==> src/rtl/ps2_kbd_tx_if.sv <==
// ps2_kbd_tx_if -- byte handshake into the PS/2 device-side transmitter.
//   tx_data  : scancode byte offered by the producer
//   tx_valid : byte offered; taken on a cycle with tx_valid & tx_ready
//   tx_ready : transmitter FIFO has room
// master = producer (core / bench), slave = ps2_kbd_tx.
interface ps2_kbd_tx_if;
  logic [7:0] tx_data;
  logic       tx_valid;
  logic       tx_ready;

  modport master (output tx_data, output tx_valid, input  tx_ready);
  modport slave  (input  tx_data, input  tx_valid, output tx_ready);
endinterface

==> src/rtl/ps2_kbd_tx.sv <==
// ps2_kbd_tx -- PS/2 device-side transmitter.
// Queues scancode bytes in a small FIFO and sends each one as an 11-bit
// frame (start 0, data LSB first, odd parity, stop 1) on ps2_kbd_clk /
// ps2_kbd_data. If the host holds the clock low while we release it, the
// frame is aborted and the same byte is retried ahead of the FIFO.
// Ports:
//   clk_sys, res_n_i : clock, async active-low reset
//   tx_if            : byte handshake (tx_data / tx_valid / tx_ready)
//   ps2_clk_in       : sensed bus clock level (async, 1 when no host)
//   ps2_kbd_clk/data : driven line levels (1 = released)
//   busy             : queue, retry or frame/gap pending
//   frame_done       : 1-cycle pulse when a frame completes
//   tx_abort         : 1-cycle pulse when a frame is aborted by inhibit
module ps2_kbd_tx #(
  parameter int CLK_DIV    = 720,
  parameter int GAP_HALVES = 4,
  parameter int FIFO_AW    = 2
) (
  input  logic         clk_sys,
  input  logic         res_n_i,
  ps2_kbd_tx_if.slave  tx_if,
  input  logic         ps2_clk_in,
  output logic         ps2_kbd_clk,
  output logic         ps2_kbd_data,
  output logic         busy,
  output logic         frame_done,
  output logic         tx_abort
);
  localparam int DEPTH   = 1 << FIFO_AW;
  localparam int GAP_CYC = GAP_HALVES * CLK_DIV;
  localparam int CNT_MAX = (GAP_CYC > 2 * CLK_DIV) ? GAP_CYC : 2 * CLK_DIV;
  localparam int CW      = $clog2(CNT_MAX);

  typedef enum logic [2:0] {IDLE, HIGH, LOW, GAP, HOLD} state_t;

  state_t             state_q, state_d;
  logic [CW-1:0]      cnt_q, cnt_d;
  logic [3:0]         bit_idx_q, bit_idx_d;
  logic [7:0]         cur_byte_q, cur_byte_d;
  logic [7:0]         retry_byte_q, retry_byte_d;
  logic               retry_q, retry_d;
  logic               kclk_q, kclk_d;
  logic               kdat_q, kdat_d;
  logic               done_q, done_d;
  logic               abort_q, abort_d;
  logic               clk_meta_q, clk_s_q;
  logic [7:0]         mem_q [DEPTH];
  logic [FIFO_AW-1:0] wr_ptr_q, wr_ptr_d, rd_ptr_q, rd_ptr_d;
  logic [FIFO_AW:0]   count_q, count_d;
  logic               push, pop, inhibit;

  // Line level for frame position idx: 0 start, 1..8 data, 9 parity, 10 stop.
  function automatic logic bit_of(input logic [7:0] b, input logic [3:0] idx);
    if (idx == 4'd0)                     return 1'b0;
    else if (idx >= 4'd1 && idx <= 4'd8) return b[3'(idx - 4'd1)];
    else if (idx == 4'd9)                return ~^b;
    else                                 return 1'b1;
  endfunction

  // Host inhibit only counts while we ourselves release the clock; our own
  // low phase must not look like the host pulling it down.
  assign inhibit        = ~clk_s_q & kclk_q;
  assign tx_if.tx_ready = (count_q != (FIFO_AW+1)'(DEPTH));
  assign push           = tx_if.tx_valid & tx_if.tx_ready;

  always_comb begin
    state_d      = state_q;
    cnt_d        = cnt_q;
    bit_idx_d    = bit_idx_q;
    cur_byte_d   = cur_byte_q;
    retry_byte_d = retry_byte_q;
    retry_d      = retry_q;
    kclk_d       = kclk_q;
    kdat_d       = kdat_q;
    done_d       = 1'b0;
    abort_d      = 1'b0;
    pop          = 1'b0;
    case (state_q)
      IDLE: begin
        if (!inhibit && (retry_q || count_q != '0)) begin
          // Retried byte always goes ahead of anything queued.
          cur_byte_d = retry_q ? retry_byte_q : mem_q[rd_ptr_q];
          pop        = ~retry_q;
          bit_idx_d  = 4'd0;
          kclk_d     = 1'b1;
          kdat_d     = 1'b0;
          cnt_d      = '0;
          state_d    = HIGH;
        end
      end
      HIGH: begin
        if (inhibit && bit_idx_q != 4'd10) begin
          kclk_d       = 1'b1;
          kdat_d       = 1'b1;
          abort_d      = 1'b1;
          retry_byte_d = cur_byte_q;
          retry_d      = 1'b1;
          cnt_d        = '0;
          state_d      = HOLD;
        end else if (cnt_q == CW'(CLK_DIV - 1)) begin
          cnt_d   = '0;
          kclk_d  = 1'b0;
          state_d = LOW;
        end else begin
          cnt_d = cnt_q + 1'b1;
        end
      end
      LOW: begin
        if (cnt_q == CW'(CLK_DIV - 1)) begin
          cnt_d  = '0;
          kclk_d = 1'b1;
          if (bit_idx_q == 4'd10) begin
            kdat_d  = 1'b1;
            done_d  = 1'b1;
            retry_d = 1'b0;
            state_d = GAP;
          end else begin
            // Data only changes as the clock goes back high.
            bit_idx_d = bit_idx_q + 4'd1;
            kdat_d    = bit_of(cur_byte_q, bit_idx_q + 4'd1);
            state_d   = HIGH;
          end
        end else begin
          cnt_d = cnt_q + 1'b1;
        end
      end
      GAP: begin
        if (cnt_q == CW'(GAP_CYC - 1)) begin
          cnt_d   = '0;
          state_d = IDLE;
        end else begin
          cnt_d = cnt_q + 1'b1;
        end
      end
      HOLD: begin
        // Wait for the bus clock to stay released for a full bit period.
        if (!clk_s_q) begin
          cnt_d = '0;
        end else if (cnt_q == CW'(2 * CLK_DIV - 1)) begin
          cnt_d   = '0;
          state_d = IDLE;
        end else begin
          cnt_d = cnt_q + 1'b1;
        end
      end
      default: state_d = IDLE;
    endcase
  end

  assign wr_ptr_d = push ? wr_ptr_q + 1'b1 : wr_ptr_q;
  assign rd_ptr_d = pop  ? rd_ptr_q + 1'b1 : rd_ptr_q;
  assign count_d  = count_q + (FIFO_AW+1)'(push) - (FIFO_AW+1)'(pop);

  always_ff @(posedge clk_sys or negedge res_n_i) begin
    if (!res_n_i) begin
      state_q      <= IDLE;
      cnt_q        <= '0;
      bit_idx_q    <= '0;
      cur_byte_q   <= '0;
      retry_byte_q <= '0;
      retry_q      <= 1'b0;
      kclk_q       <= 1'b1;
      kdat_q       <= 1'b1;
      done_q       <= 1'b0;
      abort_q      <= 1'b0;
      clk_meta_q   <= 1'b1;
      clk_s_q      <= 1'b1;
      wr_ptr_q     <= '0;
      rd_ptr_q     <= '0;
      count_q      <= '0;
    end else begin
      state_q      <= state_d;
      cnt_q        <= cnt_d;
      bit_idx_q    <= bit_idx_d;
      cur_byte_q   <= cur_byte_d;
      retry_byte_q <= retry_byte_d;
      retry_q      <= retry_d;
      kclk_q       <= kclk_d;
      kdat_q       <= kdat_d;
      done_q       <= done_d;
      abort_q      <= abort_d;
      clk_meta_q   <= ps2_clk_in;
      clk_s_q      <= clk_meta_q;
      wr_ptr_q     <= wr_ptr_d;
      rd_ptr_q     <= rd_ptr_d;
      count_q      <= count_d;
    end
  end

  // Storage needs no reset; emptiness is tracked by count_q.
  always_ff @(posedge clk_sys) begin
    if (push) mem_q[wr_ptr_q] <= tx_if.tx_data;
  end

  assign ps2_kbd_clk  = kclk_q;
  assign ps2_kbd_data = kdat_q;
  assign frame_done   = done_q;
  assign tx_abort     = abort_q;
  assign busy         = (state_q != IDLE) | (count_q != '0) | retry_q;
endmodule
==> src/flat_wrapper.sv <==
// flat-port wrapper written by rule: the top's interface ports become plain ports
module ps2_kbd_tx_flat 
#(
  parameter int CLK_DIV    = 720,
  parameter int GAP_HALVES = 4,
  parameter int FIFO_AW    = 2
)
  (clk_sys, res_n_i, ps2_clk_in, ps2_kbd_clk, ps2_kbd_data, busy, frame_done, tx_abort, tx_if_tx_data, tx_if_tx_valid, tx_if_tx_ready);
  ps2_kbd_tx_if tx_if_i ();
  input  logic clk_sys;
  input  logic res_n_i;
  input  logic ps2_clk_in;
  output logic ps2_kbd_clk;
  output logic ps2_kbd_data;
  output logic busy;
  output logic frame_done;
  output logic tx_abort;
  input wire logic [$bits(tx_if_i.tx_data)-1:0] tx_if_tx_data;
  input wire logic [$bits(tx_if_i.tx_valid)-1:0] tx_if_tx_valid;
  output wire logic [$bits(tx_if_i.tx_ready)-1:0] tx_if_tx_ready;
  assign tx_if_i.tx_data = tx_if_tx_data;
  assign tx_if_i.tx_valid = tx_if_tx_valid;
  assign tx_if_tx_ready = tx_if_i.tx_ready;
  ps2_kbd_tx #(.CLK_DIV(CLK_DIV), .GAP_HALVES(GAP_HALVES), .FIFO_AW(FIFO_AW)) u_core (.clk_sys(clk_sys), .res_n_i(res_n_i), .tx_if(tx_if_i), .ps2_clk_in(ps2_clk_in), .ps2_kbd_clk(ps2_kbd_clk), .ps2_kbd_data(ps2_kbd_data), .busy(busy), .frame_done(frame_done), .tx_abort(tx_abort));
endmodule
==> config.mk <==
export PLATFORM = sky130hd
export DESIGN_NAME = ps2_kbd_tx_flat
export DESIGN_NICKNAME = d
export VERILOG_FILES = /design/src/rtl/ps2_kbd_tx_if.sv /design/src/rtl/ps2_kbd_tx.sv /design/src/flat_wrapper.sv
export SDC_FILE = /design/constraint.sdc
export NUM_CORES = 1
export LEC_CHECK = 0
export CAP_MARGIN = 20
export CELL_PAD_IN_SITES_DETAIL_PLACEMENT = 0
export CELL_PAD_IN_SITES_GLOBAL_PLACEMENT = 1
export CORE_ASPECT_RATIO = 0.8
export CORE_UTILIZATION = 45
export CTS_BUF_LIST = sky130_fd_sc_hd__clkbuf_8 sky130_fd_sc_hd__clkbuf_16
export CTS_CLUSTER_DIAMETER = 100
export DETAILED_ROUTE_END_ITERATION = 8
export GPL_TIMING_DRIVEN = 0
export PLACE_DENSITY = 0.8
export SETUP_SLACK_MARGIN = 0.15
export SKIP_CTS_REPAIR_TIMING = 1
export SLEW_MARGIN = 20
export SYNTH_ARGS = -nofsm -noshare
export SYNTH_HDL_FRONTEND = slang
export SYNTH_SLANG_ARGS = --single-unit
==> constraint.sdc <==
create_clock -name clk_sys -period 4.2 [get_ports clk_sys]
set_input_delay 0.84 -clock clk_sys [delete_from_list [all_inputs] [get_ports clk_sys]]
set_output_delay 0.84 -clock clk_sys [all_outputs]
set_load 0.005 [all_outputs]
After elaboration in Yosys (flattened, before gate mapping)
Memories as Yosys holds them, arrays and structs flattened. Index checks and enable logic that the tools add are counted.

Register bits: 49. Latch bits: 0. RAM bits: 32. ROM bits: 0. Logic and storage cells: 122. Memories kept: 1.

Memory list: u_core.mem_q (depth 4, bits a word 8, read ports 1, clocked after Yosys merged registers in 0, wr ports 1, RTL line ps2_kbd_tx.sv:47) `logic [7:0] mem_q [DEPTH];`.

Add/sub/neg operators: 7. Multiply operators: 0. Div/mod/pow operators: 0. Magnitude comparators: 3. Equality and inequality tests: 20. Shifts and indexed selects: 0. Mux-type cells: 48. Bitwise logic cells: 6. Reductions and logical operators: 22.

Operators by type and width (number): two-way mux 12 bit (6); case mux 12 bit (5 select lines) (1); two-way mux 1 bit (23); two-way mux 3 bit (7); AND reduction 4 bit (4); case mux 3 bit (5 select lines) (1); != test 2 x 1 -> 1 bit, second input constant (7); adder 12 x 1 -> 12 bit, second input constant (1); == test 12 x 10 -> 1 bit, second input constant (1); == test 12 x 11 -> 1 bit, second input constant (1); == test 12 bit, second input constant (1); two-way mux 4 bit (3); nonzero test 3 bit (3); == test 4 bit, second input constant (2); two-way mux 8 bit (1); case mux 4 bit (2 select lines) (1); XNOR reduction 8 bit (1); == test 3 x 2 -> 1 bit, second input constant (2); case mux 1 bit (3 select lines) (2); AND reduction 2 bit (3); AND reduction 6 bit (1); nonzero test 5 bit (1); adder 2 x 1 -> 2 bit, second input constant (2); adder 4 x 1 -> 4 bit, second input constant (1); 24 further kinds (30).

Longest topological paths before layout
Gate-level depths: netlist (run 1).

Depth after elaboration: 9. Mapped depth: 10. Mapped depth without buffers: 9.

Worst setup path before layout (run 1)
No wires, ideal clock.

Path kind: register -> register. Start point: register u_core.count_q[1]. End point: register u_core.count_q[2]. Arrival: 2252 ps. Required time: 4077 ps. Slack: 1825 ps. Stages on the path, launching flop included: 11. Buffers on the path: 1. Cells stage by stage: dfrtp_1 -> nor4_1 -> or2_1 -> nor2b_1 -> buf_2 -> and2_1 -> ha_1 -> inv_1 -> ha_1 -> fa_1 -> xnor2_1.

Longest elaborated chain between the ends: 6. Elaborated cells on any way between the ends: 9. Those cells by class: add/sub (2); eq/ne (1); mux (2); bitwise (1); reduce/logical (3).

Ends and longest elaborated chain: start: declaration (RTL line ps2_kbd_tx.sv:49) `logic [FIFO_AW:0] count_q, count_d;`; start signal: assignment (RTL line ps2_kbd_tx.sv:186) `count_q <= count_d;`; nonzero test 3 bit (RTL line ps2_kbd_tx.sv:80) `if (!inhibit && (retry_q || count_q != '0)) begin`; logical OR 1 bit (RTL line ps2_kbd_tx.sv:80); logical AND 1 bit (RTL line ps2_kbd_tx.sv:80); two-way mux 1 bit (RTL line ps2_kbd_tx.sv:80); two-way mux 1 bit (RTL line ps2_kbd_tx.sv:78) `case (state_q)`; named net u_core.pop (RTL line ps2_kbd_tx.sv:50) `logic push, pop, inhibit;`; subtractor 3 x 1 -> 3 bit (RTL line ps2_kbd_tx.sv:152) `assign count_d = count_q + (FIFO_AW+1)'(push) - (FIFO_AW+1)'(pop);`; named net u_core.count_d[2] (RTL line ps2_kbd_tx.sv:49).

The timed path passes the listed nets, and every way through them passes these cells. A chain may end at the register's enable or synchronous reset.

Final worst setup path (run 1)
Start point: register u_core.state_q[1]. End point: output busy.

Longest elaborated chain between the ends: 3.

Ends and longest elaborated chain: start: declaration (RTL line ps2_kbd_tx.sv:36) `state_t state_q, state_d;`; start signal: assignment (RTL line ps2_kbd_tx.sv:172) `state_q <= state_d;`; nonzero test 3 bit (RTL line ps2_kbd_tx.sv:199) `assign busy = (state_q != IDLE) | (count_q != '0) | retry_q;`; OR 1 bit (2 in series) (RTL line ps2_kbd_tx.sv:199); end: declaration (RTL line flat_wrapper.sv:15) `output logic busy;`.

No other way between the ends.

==> results of run 1 <==
-- layout make-up --
type	count	area share
Inverter	14	0.0117
Clock buffer	9	0.0275
Buffer	14	0.0147
Timing Repair Buffer	17	0.0372
Tap cell	112	0.0311
Clock inverter	7	0.0242
Sequential cell	81	0.487
Multi-Input combinational cell	230	0.367
-- power groups by stage --
stage	clock network (mW)	logic [mW]	registers, mW
after detailed placement	0	0.936	1.19
after global routing	0.710	1.04	1.20
final	0.656	0.928	1.17
after CTS	0.678	0.940	1.17
after global placement	0	0.917	1.18
after floorplan	0	0.715	1.15
-- kinds of logic after synthesis --
group           Yosys count  synth area share
xor+xnor                 14            0.0309
compound gates           52            0.0843
buf+inv                  28            0.0300
flops                    81             0.553
simple gates            131             0.177
mux                      21            0.0852
fa+ha+maj                12            0.0398
-- worst max-delay path by stage --
stage,slack [ns],cells past startpoint,to,startpoint
6_report,1.41,4,busy,u_core.state_q[1]$_DFFE_PN0P_
5_1_grt,1.22,4,busy,u_core.state_q[1]$_DFFE_PN0P_
4_1_cts,1.38,4,busy,u_core.state_q[1]$_DFFE_PN0P_
3_5_place_dp,1.47,10,u_core.count_q[2]$_DFF_PN0_,u_core.count_q[1]$_DFF_PN0_
3_3_place_gp,0.74,1,u_core.wr_ptr_q[1]$_DFFE_PN0P_,res_n_i
2_1_floorplan,1.83,10,u_core.count_q[2]$_DFF_PN0_,u_core.count_q[1]$_DFF_PN0_
-- metal layers --
layer  vias to the layer above  GRT usage  share of wire
met1                      1310      0.275           0.50
met3                        11     0.0410          0.034
met5                         -          0              0
li1                       1281          -              -
met4                         0     0.0523          0.012
met2                        49      0.279           0.46
-- sequential cells by signal, indices dropped and copies added, names as in the netlist, 2 cells and up --
signal	cells
u_core.mem_q	32
u_core.cnt_q	12
u_core.cur_byte_q	8
u_core.retry_byte_q	8
u_core.bit_idx_q	4
u_core.count_q	3
u_core.state_q	3
u_core.rd_ptr_q	2
u_core.wr_ptr_q	2
-- cell usage after synthesis (5+ instances only) --
library cell,instances
edfxtp_1,32
nand3_1,9
o211ai_1,10
xnor2_1,11
mux2i_1,9
nor2_1,18
ha_1,11
inv_1,13
clkbuf_1,7
mux4_2,10
nand2_1,52
and3_1,9
o21ai_0,11
or3_1,5
nor3_1,7
nor2b_1,5
a21oi_1,12
dfrtp_1,45
buf_2,5
-- worst max-delay path: stages, from the launching register on --
cell and delay (ns):
dfrtp_1 0.41, clkbuf_1 0.22, nor3_1 0.37, nand2_1 0.13
clkdlybuf4s50_1 0.49
-- per-stage QoR --
step / total power, mW / hold slack (ns) / util / cells / cell area [um^2]
after floorplan: 1.86 / 0.345 / - / 339 / 3970
after global placement: 2.10 / 0.347 / 0.502 / 468 / 4280
after detailed placement: 2.13 / 0.359 / 0.501 / 468 / 4270
after CTS: 2.79 / 0.368 / 0.529 / 484 / 4510
after global routing: 2.95 / 0.368 / 0.529 / 484 / 4510
final: 2.76 / 0.369 / 0.529 / 484 / 4510
==> impl_metrics.tcl, run 1 <==
set metrics [dict create \
    nFillCells 742 \
    syn_inst 339 \
    synth_edf_count 32 \
    synth_flop_cell "dfrtp_1" \
    regArea_um2 2190 \
    totalWireLength_um 7600 \
    start_util 0.465 \
    gp_congestion 0.780 \
    hold_class "reg -> reg" \
    root_buffer "clkbuf_8" \
    skew_ns 0.00956 \
    worstSetupPathType "reg -> out" \
    layout-drive-gt1-share 0.124 \
    rrSetupSlack_ns 1.47 \
    vdd_drop_max_uv 277 \
    area_growth_pct 13.6 \
    p_leak_nw 1.81 \
    postSynthAreaPerCell_um2 11.7 \
    rsz0062_at_grt "false" \
    pre_cts_ws_ns 1.47 \
    wl_per_cell_um 15.7 \
    synth_area_um2 3970 \
    power.density_nw_per_um2 612 \
    io_buffers 17 \
    comb_power_share 0.336 \
    grt_max_degree 50 \
    antenna-diode-count 0 \
    syn_nets 363 \
    drv_slew 0 \
    drc 0 \
    swShare 0.347 \
    clock_latency_ns 0.35 \
    holdPathStages 0 \
    final_common_cell "nand2_1" \
    drv_cap 0 \
    firstDrtPassIters 4 \
    power_switching_mw 0.957 \
    ys_ff_latch 81 \
    min_to "u_core.clk_s_q$_DFF_PN1_" \
    worstPathArrival_ns 1.95 \
    finalSetupTns_ns 0 \
    endpoint_kind "output pin" \
    cp-start-kind "register" \
    cts_max_path_buffers 2 \
    relSlewSlack 0.563 \
    crit_fanout 10 \
    hp-start "u_core.clk_meta_q$_DFF_PN1_" \
    setup_ws_ns 1.41 \
    tightest_slew_ns 0.655 \
    grt_antenna_before_repair 0 \
    reg2reg_depth 10 \
    htree_levels 3 \
    grt_util_all_layers 0.187 \
    cts_made_buffers 9 \
    synthTopCellsByArea "dfrtp_1 (28%), edfxtp_1 (24%), mux4_2 (5.7%), nand2_1 (4.9%), ha_1 (3.5%)" \
    clk_pin_slew_ns 0.09 \
    die_area_um2 9190 \
    synthArstFlopShare 0.605 \
    ios 18 \
    tritoncts "built" \
    num_rows 30 \
    grt_pass1_vias 2594 \
    post-synth-top-area-cell "dfrtp_1" \
    p_seq_frac 0.426 \
    vias 2651 \
    fmax_mhz 358 \
    core_um2 8520 \
    finalHoldViolCount 0 \
    die_h_um 86.0 \
    drtAntennaViolNets 0 \
    r2r-start "u_core.count_q[0]$_DFF_PN0_" \
    clock-sinks 81 \
    die_w_um 107 \
    layout.nets 391 \
    fin_crit_sh 0.665 \
    grt-ovfl-total 0 \
    p_int_mw 1.80 \
    final_cell_mix "nand2_1 (52), dfrtp_1 (45), edfxtp_1 (32)" \
    grt_pass1_wl_um 13100 \
    ys_types 54 \
    dp_hpwl_um 5270 \
    status "finished, final reports clean" \
    yosys.area.top_type_share 0.284 \
    rr_endpoint "u_core.count_q[2]$_DFF_PN0_" \
    ys_warn_count 0 \
    period_minus_slack_ns 2.79 \
    synth-seq-area-share 0.553 \
    via_per_inst 5.48 \
    cp_data_required_time_ns 3.36 \
    drt_iter0_drc 166 \
    pwr-share-clk 0.238 \
    multi_input_area_um2 1650 \
    setup_viol 0 \
]
Note: power is estimated with default switching activity, not from simulation.
==> run 2: changes to the inputs <==
clock period = 2.6 ns   (was 4.2 ns; I/O delays follow)
==> run 2 against run 1 <==
Against the previous run:
- routed wire length grew 1.5%
- flip-flop and latch count is the same
- setup slack lost 1.2 ns
- die area is the same
- clock power grew 62%
- cell area grew 1.7%
- clock-buffer cell count is the same
- power grew 64%
- first-iteration DRC count grew 1.2%
- register-to-register slack lost 1.3 ns
- sequential power grew 63%
- combinational power grew 67%
==> impl_metrics.tcl, run 2 (same netlist as run 1, synthesis figures left out) <==
set metrics [dict create \
    status "finished, final reports clean" \
    worstSetupPathType "reg -> reg" \
    final_util 0.538 \
    fin_hold_ws_ns 0.187 \
    clock_latency_ns 0.35 \
    max_stage_delay_ns 0.45 \
    vdd_drop_max_uv 451 \
    placed_area_um2 4270 \
    layout-drive-gt1-share 0.156 \
    rsz0062_at_grt "true" \
    htree_levels 3 \
    dp_hpwl_um 5270 \
    drt_iter0_drc 168 \
    r2r-start "u_core.retry_q$_DFFE_PN0P_" \
    core_um2 8520 \
    hold_class "in -> async" \
    grt_pass1_vias 2594 \
    vias 2685 \
    gp_congestion 0.780 \
    drv_cap 0 \
    area_growth_pct 15.6 \
    layout.nets 396 \
    firstDrtPassIters 4 \
    crit_path_start "u_core.retry_q$_DFFE_PN0P_" \
    cp_slowest_cell "dfrtp_2" \
    tritoncts "built" \
    die_w_um 107 \
    drc 0 \
    via_per_inst 5.49 \
    setup_viol 0 \
    totalWireLength_um 7720 \
    clock-sinks 81 \
    antenna-diode-count 0 \
    cts_max_path_buffers 2 \
    io_buffers 17 \
    pre_cts_ws_ns -0.126 \
    ios 18 \
    cp_data_required_time_ns 2.84 \
    power_mw 4.53 \
    final_cell_mix "nand2_1 (52), dfrtp_1 (44), edfxtp_1 (32)" \
    grt_pass1_wl_um 13100 \
    crit_fanout 4 \
    grt_max_degree 50 \
    final_common_cell "nand2_1" \
    die_area_um2 9190 \
    num_rows 30 \
    skew_ns 0.00803 \
    setup_ws_ns 0.191 \
    power.density_nw_per_um2 988 \
    p_leak_nw 1.85 \
    period_minus_slack_ns 2.41 \
    nFillCells 731 \
    die_h_um 86.0 \
    endpoint_kind "register" \
    regMostFlops "u_core.mem_q" \
    cp-start-kind "register" \
    root_buffer "clkbuf_8" \
    worstPathArrival_ns 2.64 \
    grt_util_all_layers 0.187 \
    wl_per_cell_um 15.8 \
    grt-ovfl-total 0 \
    drtAntennaViolNets 0 \
    rrSetupSlack_ns 0.19 \
    worstPathCellList "nor4_4, or2_1, nor2b_1, buf_4, and2_4, ha_1, inv_1, ha_1, fa_2, xnor2_1" \
    largest_reg_flops 32 \
    critPathMostFrequentCell "ha_1" \
    fmax_mhz 415 \
    drv_slew 0 \
    relSlewSlack 0.558 \
    grt_antenna_before_repair 0 \
    cts_made_buffers 9 \
    clk_pin_slew_ns 0.09 \
    fin_crit_sh 0.926 \
    start_util 0.465 \
    finalHoldViolCount 0 \
    finish.instance_area_um2 4580 \
    tightest_slew_ns 0.663 \
    top_regs "u_core.mem_q: 32 flops, u_core.cnt_q: 12 flops" \
]
==> run 2: path summary, 6_finish.rpt <==
path | depth (start not counted) | end
worst min register to register | 0 | u_core.clk_s_q$_DFF_PN1_
max in group asynchronous | 1 | u_core.retry_q$_DFFE_PN0P_
min in group clk_sys | 0 | u_core.clk_s_q$_DFF_PN1_
worst max-delay path | 10 | u_core.count_q[2]$_DFF_PN0_
worst min-delay path | 1 | u_core.state_q[0]$_DFFE_PN0P_
worst max register to register | 10 | u_core.count_q[2]$_DFF_PN0_
==> run 2: cell type report <==
type                            count  area, um^2  area share
Inverter                           14        52.6      0.0115
Buffer                             14        70.1      0.0153
Clock buffer                        9         124      0.0270
Clock inverter                      7         109      0.0237
Timing Repair Buffer               22         205      0.0448
Multi-Input combinational cell    230        1690       0.369
Sequential cell                    81        2190       0.478
Tap cell                          112         140      0.0306
==> run 2: critical path, delay by kind of cell, from the launching register on <==
family | cells | cell delay [ns]
xor+xnor | 1 | 0.13
fa+ha+maj | 3 | 0.80
buf+inv | 2 | 0.18
flops | 1 | 0.45
simple gates | 4 | 0.74
==> run 2: report_power, final <==
part	leakage, nW	internal (mW)	switching (mW)
registers	0.903	1.68	0.233
logic	0.826	0.702	0.852
clock network	0.118	0.563	0.499
==> run 2: metal layers <==
metal,global-route usage,up-vias,share of wire
met5,0,-,0
met4,0.0523,0,0.0079
met3,0.0410,7,0.033
met2,0.279,56,0.45
met1,0.275,1330,0.51
li1,-,1292,-
==> run 2: per-stage QoR <==
stage | setup TNS, ns | instances
after CTS | -0.240 | 484
after global placement | -24.08 | 468
after detailed placement | -0.168 | 468
final | 0 | 489
after global routing | 0 | 489
after floorplan | 0 | 339
